**src/rtl/ledring_ws2812_ctl.sv**
```systemverilog
`default_nettype none
// ============================================================================
//  Module   : ledring_ws2812_ctl
//  Purpose  : Avalon-MM slave that holds a 16-pixel colour RAM and streams it
//             to a WS2812-class LED ring as single-wire NRZ bits.
//             The output pin is active-low.
//  Options  : LEDRING_BRIGHTNESS_EN adds an 8-bit global brightness scaler
//             at address 17.
//  Revision : 1.0 - initial release
// ============================================================================
module ledring_ws2812_ctl #(
    parameter int NUM_LEDS     = 16,
    parameter int T0H_CYCLES   = 20,
    parameter int T1H_CYCLES   = 40,
    parameter int BIT_CYCLES   = 63,
    parameter int LATCH_CYCLES = 2600
) (
    input  logic        clk,
    input  logic        reset_n,
    input  logic [4:0]  avs_address,
    input  logic        avs_write,
    input  logic [31:0] avs_writedata,
    input  logic        avs_read,
    output logic [31:0] avs_readdata,
    output logic        led_ring_n
);

    localparam int PIX_W = (NUM_LEDS > 1) ? $clog2(NUM_LEDS) : 1;
    localparam int BIT_W = $clog2(24);
    localparam int CYC_W = $clog2(BIT_CYCLES);
    localparam int LAT_W = $clog2(LATCH_CYCLES);

    localparam logic [2:0] S_IDLE  = 3'd0;
    localparam logic [2:0] S_LOAD  = 3'd1;
    localparam logic [2:0] S_HIGH  = 3'd2;
    localparam logic [2:0] S_LOW   = 3'd3;
    localparam logic [2:0] S_LATCH = 3'd4;

    localparam logic [PIX_W-1:0] C_PIX_LAST = PIX_W'(NUM_LEDS - 1);
    localparam logic [BIT_W-1:0] C_BIT_LAST = BIT_W'(23);
    localparam logic [CYC_W-1:0] C_T0H_LAST = CYC_W'(T0H_CYCLES - 1);
    localparam logic [CYC_W-1:0] C_T1H_LAST = CYC_W'(T1H_CYCLES - 1);
    localparam logic [CYC_W-1:0] C_CYC_LAST = CYC_W'(BIT_CYCLES - 1);
    localparam logic [LAT_W-1:0] C_LAT_LAST = LAT_W'(LATCH_CYCLES - 1);
    localparam logic [4:0]       C_ADDR_CTRL   = 5'd16;
    localparam logic [4:0]       C_ADDR_BRIGHT = 5'd17;

    logic [2:0]       state_q, state_d;
    logic             pending_q, pending_d;
    logic [PIX_W-1:0] pix_q;
    logic [BIT_W-1:0] bit_q;
    logic [CYC_W-1:0] cyc_q;
    logic [LAT_W-1:0] lat_q;
    logic [23:0]      shift_q;     // wire-order GRB bits of the pixel on the line
    logic [23:0]      nxt_q;       // prefetched wire-order bits of the next pixel
    logic [23:0]      ram_q [0:NUM_LEDS-1];
    logic [31:0]      rdata_q, rdata_d;

    logic             w_start, w_addr_pix, w_busy;
    logic             w_high_done, w_bit_done, w_last_bit, w_last_pix;
    logic             w_lat_done, w_prefetch;
    logic [PIX_W-1:0] w_fetch_addr;
    logic [23:0]      w_fetch_rgb, w_fetch_wire;
    logic             w_unused_wdata;

    assign w_start     = avs_write && (avs_address == C_ADDR_CTRL) && avs_writedata[0];
    assign w_addr_pix  = ({27'd0, avs_address} < NUM_LEDS);
    assign w_busy      = (state_q != S_IDLE);
    assign w_last_bit  = (bit_q == C_BIT_LAST);
    assign w_last_pix  = (pix_q == C_PIX_LAST);
    assign w_high_done = (state_q == S_HIGH) && (cyc_q == (shift_q[23] ? C_T1H_LAST : C_T0H_LAST));
    assign w_bit_done  = (state_q == S_LOW) && (cyc_q == C_CYC_LAST);
    assign w_lat_done  = (state_q == S_LATCH) && (lat_q == C_LAT_LAST);
    // Next pixel is fetched once, on the first cycle of the current pixel's last bit
    assign w_prefetch  = (state_q == S_HIGH) && (cyc_q == '0) && w_last_bit && !w_last_pix;
    assign w_unused_wdata = ^avs_writedata[31:24];

    // The same RAM read port serves the frame-start load and the prefetch
    assign w_fetch_addr = (state_q == S_LOAD) ? '0 : (pix_q + PIX_W'(1));
    assign w_fetch_rgb  = ram_q[w_fetch_addr];

`ifdef LEDRING_BRIGHTNESS_EN
    logic [7:0] bright_q;

    function automatic logic [7:0] f_scale(input logic [7:0] c, input logic [7:0] b);
        logic [16:0] prod;
        prod = 17'(c) * (17'(b) + 17'd1);
        return 8'(prod >> 8);
    endfunction

    assign w_fetch_wire = {f_scale(w_fetch_rgb[15:8],  bright_q),
                           f_scale(w_fetch_rgb[23:16], bright_q),
                           f_scale(w_fetch_rgb[7:0],   bright_q)};
`else
    assign w_fetch_wire = {w_fetch_rgb[15:8], w_fetch_rgb[23:16], w_fetch_rgb[7:0]};
`endif

    // FSM state register
    always_ff @(posedge clk) begin
        if (!reset_n) begin
            state_q   <= S_IDLE;
            pending_q <= 1'b0;
        end else begin
            state_q   <= state_d;
            pending_q <= pending_d;
        end
    end

    // FSM next-state and pending-request bookkeeping
    always_comb begin
        state_d   = state_q;
        pending_d = pending_q;
        case (state_q)
            S_IDLE: begin
                // A request that arrived in the final latch cycle restarts from here
                if (w_start || pending_q) begin
                    state_d   = S_LOAD;
                    pending_d = 1'b0;
                end
            end
            S_LOAD:  state_d = S_HIGH;
            S_HIGH:  if (w_high_done) state_d = S_LOW;
            S_LOW: begin
                if (w_bit_done) state_d = (w_last_bit && w_last_pix) ? S_LATCH : S_HIGH;
            end
            S_LATCH: begin
                if (w_lat_done) begin
                    state_d   = pending_q ? S_LOAD : S_IDLE;
                    pending_d = 1'b0;
                end
            end
            default: state_d = S_IDLE;
        endcase
        // Starts while busy collapse into a single pending frame
        if (w_start && (state_q != S_IDLE)) pending_d = 1'b1;
    end

    // FSM output: ring data is high only during the HIGH phase, pin is inverted
    always_comb begin
        led_ring_n = (state_q != S_HIGH);
    end

    // Bit/pixel/latch counters, shift register and prefetch buffer
    always_ff @(posedge clk) begin
        if (!reset_n) begin
            pix_q   <= '0;
            bit_q   <= '0;
            cyc_q   <= '0;
            lat_q   <= '0;
            shift_q <= '0;
            nxt_q   <= '0;
        end else begin
            case (state_q)
                S_LOAD: begin
                    shift_q <= w_fetch_wire;
                    pix_q   <= '0;
                    bit_q   <= '0;
                    cyc_q   <= '0;
                end
                S_HIGH: begin
                    cyc_q <= cyc_q + CYC_W'(1);
                    if (w_prefetch) nxt_q <= w_fetch_wire;
                end
                S_LOW: begin
                    if (w_bit_done) begin
                        cyc_q <= '0;
                        if (w_last_bit) begin
                            bit_q   <= '0;
                            shift_q <= nxt_q;
                            if (!w_last_pix) pix_q <= pix_q + PIX_W'(1);
                        end else begin
                            bit_q   <= bit_q + BIT_W'(1);
                            shift_q <= {shift_q[22:0], 1'b0};
                        end
                    end else begin
                        cyc_q <= cyc_q + CYC_W'(1);
                    end
                end
                default: cyc_q <= '0;
            endcase
            lat_q <= (state_q == S_LATCH) ? (lat_q + LAT_W'(1)) : '0;
        end
    end

    // Pixel RAM write port; contents are deliberately not reset
    always_ff @(posedge clk) begin
        if (avs_write && w_addr_pix) ram_q[avs_address[PIX_W-1:0]] <= avs_writedata[23:0];
    end

`ifdef LEDRING_BRIGHTNESS_EN
    // Brightness register
    always_ff @(posedge clk) begin
        if (!reset_n) bright_q <= 8'hFF;
        else if (avs_write && (avs_address == C_ADDR_BRIGHT)) bright_q <= avs_writedata[7:0];
    end
`endif

    // Read-data mux; unmapped addresses read as zero
    always_comb begin
        rdata_d = '0;
        if (w_addr_pix) rdata_d = {8'h00, ram_q[avs_address[PIX_W-1:0]]};
        else if (avs_address == C_ADDR_CTRL) rdata_d = {30'd0, pending_q, w_busy};
`ifdef LEDRING_BRIGHTNESS_EN
        else if (avs_address == C_ADDR_BRIGHT) rdata_d = {24'd0, bright_q};
`endif
    end

    // Read data register gives a fixed one-cycle read latency
    always_ff @(posedge clk) begin
        if (!reset_n) rdata_q <= '0;
        else if (avs_read) rdata_q <= rdata_d;
    end

    assign avs_readdata = rdata_q;

endmodule
`default_nettype wire

```
**config.mk**
```make
export PLATFORM = sky130hd
export DESIGN_NAME = ledring_ws2812_ctl
export DESIGN_NICKNAME = d
export VERILOG_FILES = /design/src/rtl/ledring_ws2812_ctl.sv
export SDC_FILE = /design/constraint.sdc
export NUM_CORES = 1
export LEC_CHECK = 0
export CAP_MARGIN = 20
export CORE_MARGIN = 8
export CORE_UTILIZATION = 50
export DETAILED_ROUTE_END_ITERATION = 10
export GPL_ROUTABILITY_DRIVEN = 0
export PLACE_DENSITY = 0.67
export SETUP_SLACK_MARGIN = 0.02
export SLEW_MARGIN = 5
export SYNTH_ARGS = -nofsm -noshare
export SYNTH_HDL_FRONTEND = slang
export SYNTH_SLANG_ARGS = --single-unit
```
**constraint.sdc**
```tcl
create_clock -name clk -period 3.8 [get_ports clk]
set_input_delay 0.38 -clock clk [delete_from_list [all_inputs] [get_ports clk]]
set_output_delay 0.38 -clock clk [all_outputs]
set_load 0.02 [all_outputs]
```
# Word level (Yosys, flattened, before mapping)

Memory sizes are Yosys's and may differ from the RTL's.
Index checks and enable logic that the tools add are counted.

Bitwise operators: 0
Mux-type cells: 29
Reduce and logical (&&, ||, !) cells: 24
Shift operators: 0
Magnitude comparators: 1
$mul: 0
Eq/ne operators: 19
Div/mod/pow operators: 0
Add/sub/neg operators: 4

Operators with widths:

| kind                                                   | count |
|---|---|
| two-way mux 24 bit                                     | 3 |
| case mux 24 bit (2 select lines)                       | 1 |
| two-way mux 4 bit                                      | 4 |
| two-way mux 3 bit                                      | 5 |
| case mux 3 bit (5 select lines)                        | 1 |
| adder 12 x 1 -> 12 bit (second input constant)         | 1 |
| == test 12 bit (second input constant)                 | 1 |
| two-way mux 6 bit                                      | 2 |
| inequality test 2 bit (second input constant)          | 6 |
| case mux 6 bit (2 select lines)                        | 1 |
| logical AND 1 bit                                      | 11 |
| == test 5 bit (second input constant)                  | 2 |
| two-way mux 5 bit                                      | 2 |
| case mux 5 bit (2 select lines)                        | 1 |
| case mux 4 bit (2 select lines)                        | 1 |
| AND reduction 4 bit                                    | 2 |
| adder 6 x 1 -> 6 bit (second input constant)           | 1 |
| == test 3 x 2 -> 1 bit (second input constant)         | 2 |
| == test 6 bit                                          | 1 |
| == test 6 bit (second input constant)                  | 1 |
| zero test 6 bit                                        | 1 |
| two-way mux 1 bit                                      | 6 |
| inequality test 3 x 2 -> 1 bit (second input constant) | 2 |
| AND reduction 2 bit                                    | 3 |
| 15 further kinds                                       | 16 |

Logic and storage cells: 87
Bits in latches: 0
Bits in read-only memories: 0
Register bits: 111
RAM bits: 384
Output and inout port bits: 33
Memories: 1
Input bits: 41

Memories:

| name  | words | width | rd ports | clocked after memory_dff | write ports | line | source |
|---|---|---|---|---|---|---|---|
| ram_q | 16    | 24    | 2        | 0                        | 1           | 56   | `logic [23:0] ram_q [0:NUM_LEDS-1];` |

# Logic depth before layout (Yosys ltp)

Depth after elaboration: 7
Depth in mapped cells: 10
Depth with buffers taken out: 8

# Least setup slack after synthesis

Ideal clock, no wire load.

Kind: input -> register
From: input port avs_address[3]
To: memory ram_q[14][0], enable pin
Setup slack: 1.082 ns
Setup time: 0.405 ns
Stages on the path: 4
Data required time: 3.395 ns
Buffers on the path: 2
Arrival time: 2.313 ns
Path through: clkbuf_1 -> buf_1 -> nand4_1 -> nor2_1

Longest elaborated chain between the ends: 4

Ends and longest elaborated chain:

| item                                    | line | source |
|---|---|---|
| from (decl)                             | 20   | `input logic [4:0] avs_address,` |
| < comparator 5 bit                      | 67   | `assign w_addr_pix = ({27'd0, avs_address} < NUM_LEDS);` |
| logical AND 1 bit                       | 187  | `if (avs_write && w_addr_pix) ram_q[avs_address[PIX_W-1:0]] <= avs_writedata[23:0];` |
| two-way mux 1 bit                       | 187  |  |
| two-way mux 1 bit (implied by the code) | 187  |  |
| to (decl)                               | 56   |  |

Several ways; a longest one is shown, not always the timed one.

# Worst setup path in the final report

From: register state_q[2]
To: register nxt_q[17]

Longest elaborated chain between the ends: 5
Elaborated cells on any way between the ends: 8
Those cells by class: eq/ne: 2; mux: 1; reduce/logical: 4; memory: 1

Ends and longest elaborated chain:

| item                                                                              | line | source |
|---|---|---|
| from (decl)                                                                       | 48   | `logic [2:0] state_q, state_d;` |
| from (signal assigned)                                                            | 104  | `state_q <= state_d;` |
| parallel branches: the longest is 5 deep, another holds memory read (16 x 24 bit) | -    |  |
| to (signal assigned)                                                              | 162  | `if (w_prefetch) nxt_q <= w_fetch_wire;` |
| to (decl)                                                                         | 55   | `logic [23:0] nxt_q;` |

Several ways; the timed one is not identified.
A chain may end at the register's enable or synchronous reset.

==> run_results.csv <==
group,metric,value,unit
floorplan,die_h,231.9,um
floorplan,io_pins,74,
critical_path,critPathRequiredTime,4.24,ns
clocking,cts_max_path_buffers,3,
yosys,synth.most_common_cell,"edfxtp_1",
critical_path,cp.arrival,3.66,ns
yosys,ys_top_cells_by_count,"384 x edfxtp_1, 180 x nand2_1, 111 x mux4_2",
timing,finalMaxSlewViolations,0,
timing,maxSlewHeadroom,27.12,%
floorplan,dieArea,53760,um2
yosys,avgSynthCellArea,12.94,um2
global_routing,overflow,0,
finish,area_delta_synth_final,12.11,%
route,postRouteAntennaNets,0,
global_routing,grt_pass1_vias,16320,
clocking,holdBufCountCts,0,
timing,hold_ws,0.3538,ns
yosys,synth-async-reset-ratio,0,%
route,drcViolationCount,0,
route,vias,16580,
clocking,post-cts-setup-buffers,0,
finish,fillCellCount,3629,
route,routed_wl,67430,um
finish,final_design_area_no_fill,26120,um2
placed_design,dp_cells,2379,
power,power_density,458.5,nW/um2
global_routing,antenna_found_initial,2,
placed_design,dpl_cell_area,24620,um2
job,cap_violations,0,
status,status,"completed",
timing,rsz0062_at_grt,"false",
route,firstDrtPassIters,8,
yosys,ys_seq_area_share,58.34,%
yosys,syn-instance-count,1800,
timing,finalSetupTns,0,ns
placed_design,pre_cts_slack,0.8013,ns
timing,setup_ws,0.5893,ns
yosys,synth.distinct_cells,70,
route,viasPerCell,6.695,
yosys,synth_top_area_share,49.49,%
floorplan,rows,79,
timing,period_needed,3.211,ns
clocking,numCtsBuffers,51,
yosys,synth_edf_count,384,
clocking,cts_resized,0,
finish,drive_gt1_share,15.17,%
finish,nets,1872,
power,ir_drop,0.0003471,V
critical_path,crit_path_start_kind,"register",
clocking,cts_htree_levels,2,
floorplan,die_width,231.9,um
yosys,syn-cell-area,23300,um2
timing,finalSetupViolCount,0,
clocking,cts_tree,"built",
power,leakagePower,8.452,nW
global_routing,grt_max_degree,73,
worst_hold_path,hold_path_class,"in2reg",
route,wl_per_cell,27.22,um
placed_design,portBuffers,57,
global_routing,grt.total_usage,24.47,%
finish,postLayoutCoreUtil,56.47,%
yosys,ys_seq_elements,487,
floorplan,start_util,50.37,%
global_routing,grt_pass1_wl,99600,um
finish,fin_cells,2477,
yosys,synth_top_area_cell,"edfxtp_1",
route,drt_iter0_markers,2395,
floorplan,core_area,46260,um2
clocking,cts_sinks,487,
clocking,clk_latency,0.60,ns
timing,period_share,84.49,%
critical_path,critPathMaxFanout,25,
yosys,synth.top_cells.by_area,"edfxtp_1 49%, mux4_2 11%, dfxtp_1 8.8%",
placed_design,dp_hpwl,39950,um
power,power,11.98,mW
critical_path,crit_path_end_kind,"register",
timing,hold_violations,0,
yosys,ys_warn_count,0,
clocking,root_buffer,"clkbuf_16",
timing,tightest_slew,1.091,ns
critical_path,path_class,"reg2reg",
timing,fmax,0.3115,GHz
yosys,synth_flop_cell,"edfxtp_1",
timing,skew,0.01531,ns
clocking,clk_pin_slew_worst_paths,0.06,ns
-- report_power, final --
part	leakage (nW)	internal (mW)	switching, mW
Sequential	4.29	5.85	0.0519
Clock	0.731	2.56	2.00
Combinational	3.43	0.535	0.977
Total	8.45	8.94	3.03
-- area by class of cell --
type                            count  area, um2  area share, %
Inverter                           74      277.8          1.063
Timing Repair Buffer              125       1215          4.651
Antenna cell                        4      10.01        0.03832
Clock inverter                     26      136.4         0.5221
Clock buffer                       68       1360          5.206
Multi-Input combinational cell   1086       8767          33.56
Sequential cell                   487      13600          52.05
Tap cell                          607      759.5          2.907
-- flip-flops by register name, summed over array words and instances (netlist names) --
signal	count
cyc_q	6
shift_q	24
pending_q	1
pix_q	4
state_q	3
ram_q	384
bit_q	5
avs_readdata	24
nxt_q	24
lat_q	12
-- worst max-delay path: stages (launching register included) --
cell      delay, ns
dfxtp_1        0.58
or3b_2         0.50
nand2_4        0.40
nor2_2         0.22
buf_4          0.37
a311oi_1       0.15
a31oi_1        0.68
a21oi_1        0.15
-- layer usage --
metal  up-vias  track usage, %  routed length, um
met3       207           5.644               7350
met5         -               0                  0
met4         0           12.08               2904
li1       7089               -                  -
met2      1060           37.78              31030
met1      8227           32.38              26150
-- layout by cell type (no fill, tap or decap), types with 33 or more instances in the layout --
| cell type | instances |
|---|---|
| a31oi_1 | 94 |
| o21ai_0 | 42 |
| nor2_1 | 70 |
| dfxtp_1 | 102 |
| inv_1 | 73 |
| clkbuf_16 | 51 |
| mux4_2 | 111 |
| nor2b_1 | 33 |
| nand2_1 | 180 |
| o22ai_1 | 43 |
| clkdlybuf4s50_1 | 52 |
| a21oi_1 | 63 |
| mux2i_1 | 48 |
| buf_4 | 57 |
| edfxtp_1 | 384 |
-- path summary, 6_finish.rpt --
check,from,end,slack (ns),cells after the start
setup / recovery,state_q[2],nxt_q[17],0.59,7
hold / removal,reset_n,nxt_q[5],0.35,3
setup reg to reg,state_q[2],nxt_q[17],0.59,7
hold reg to reg,lat_q[0],lat_q[0],0.46,1
-- logic make-up (layout without fill, tap and decap cells) --
logic type | after synthesis | after routing | share of synthesized area (%)
adder cells (fa/ha/maj) | 6 | 6 | 0.3222
buffers and inverters | 234 | 293 | 4.892
flip-flops | 487 | 487 | 58.34
AO/OA/AOI/OAI | 408 | 408 | 11.84
XOR/XNOR | 13 | 13 | 0.5692
multiplexers | 171 | 171 | 13.95
other | 1 | 12 | 0.01609
AND/OR/NAND/NOR | 480 | 480 | 10.07
(Power assumes the default switching activity.)
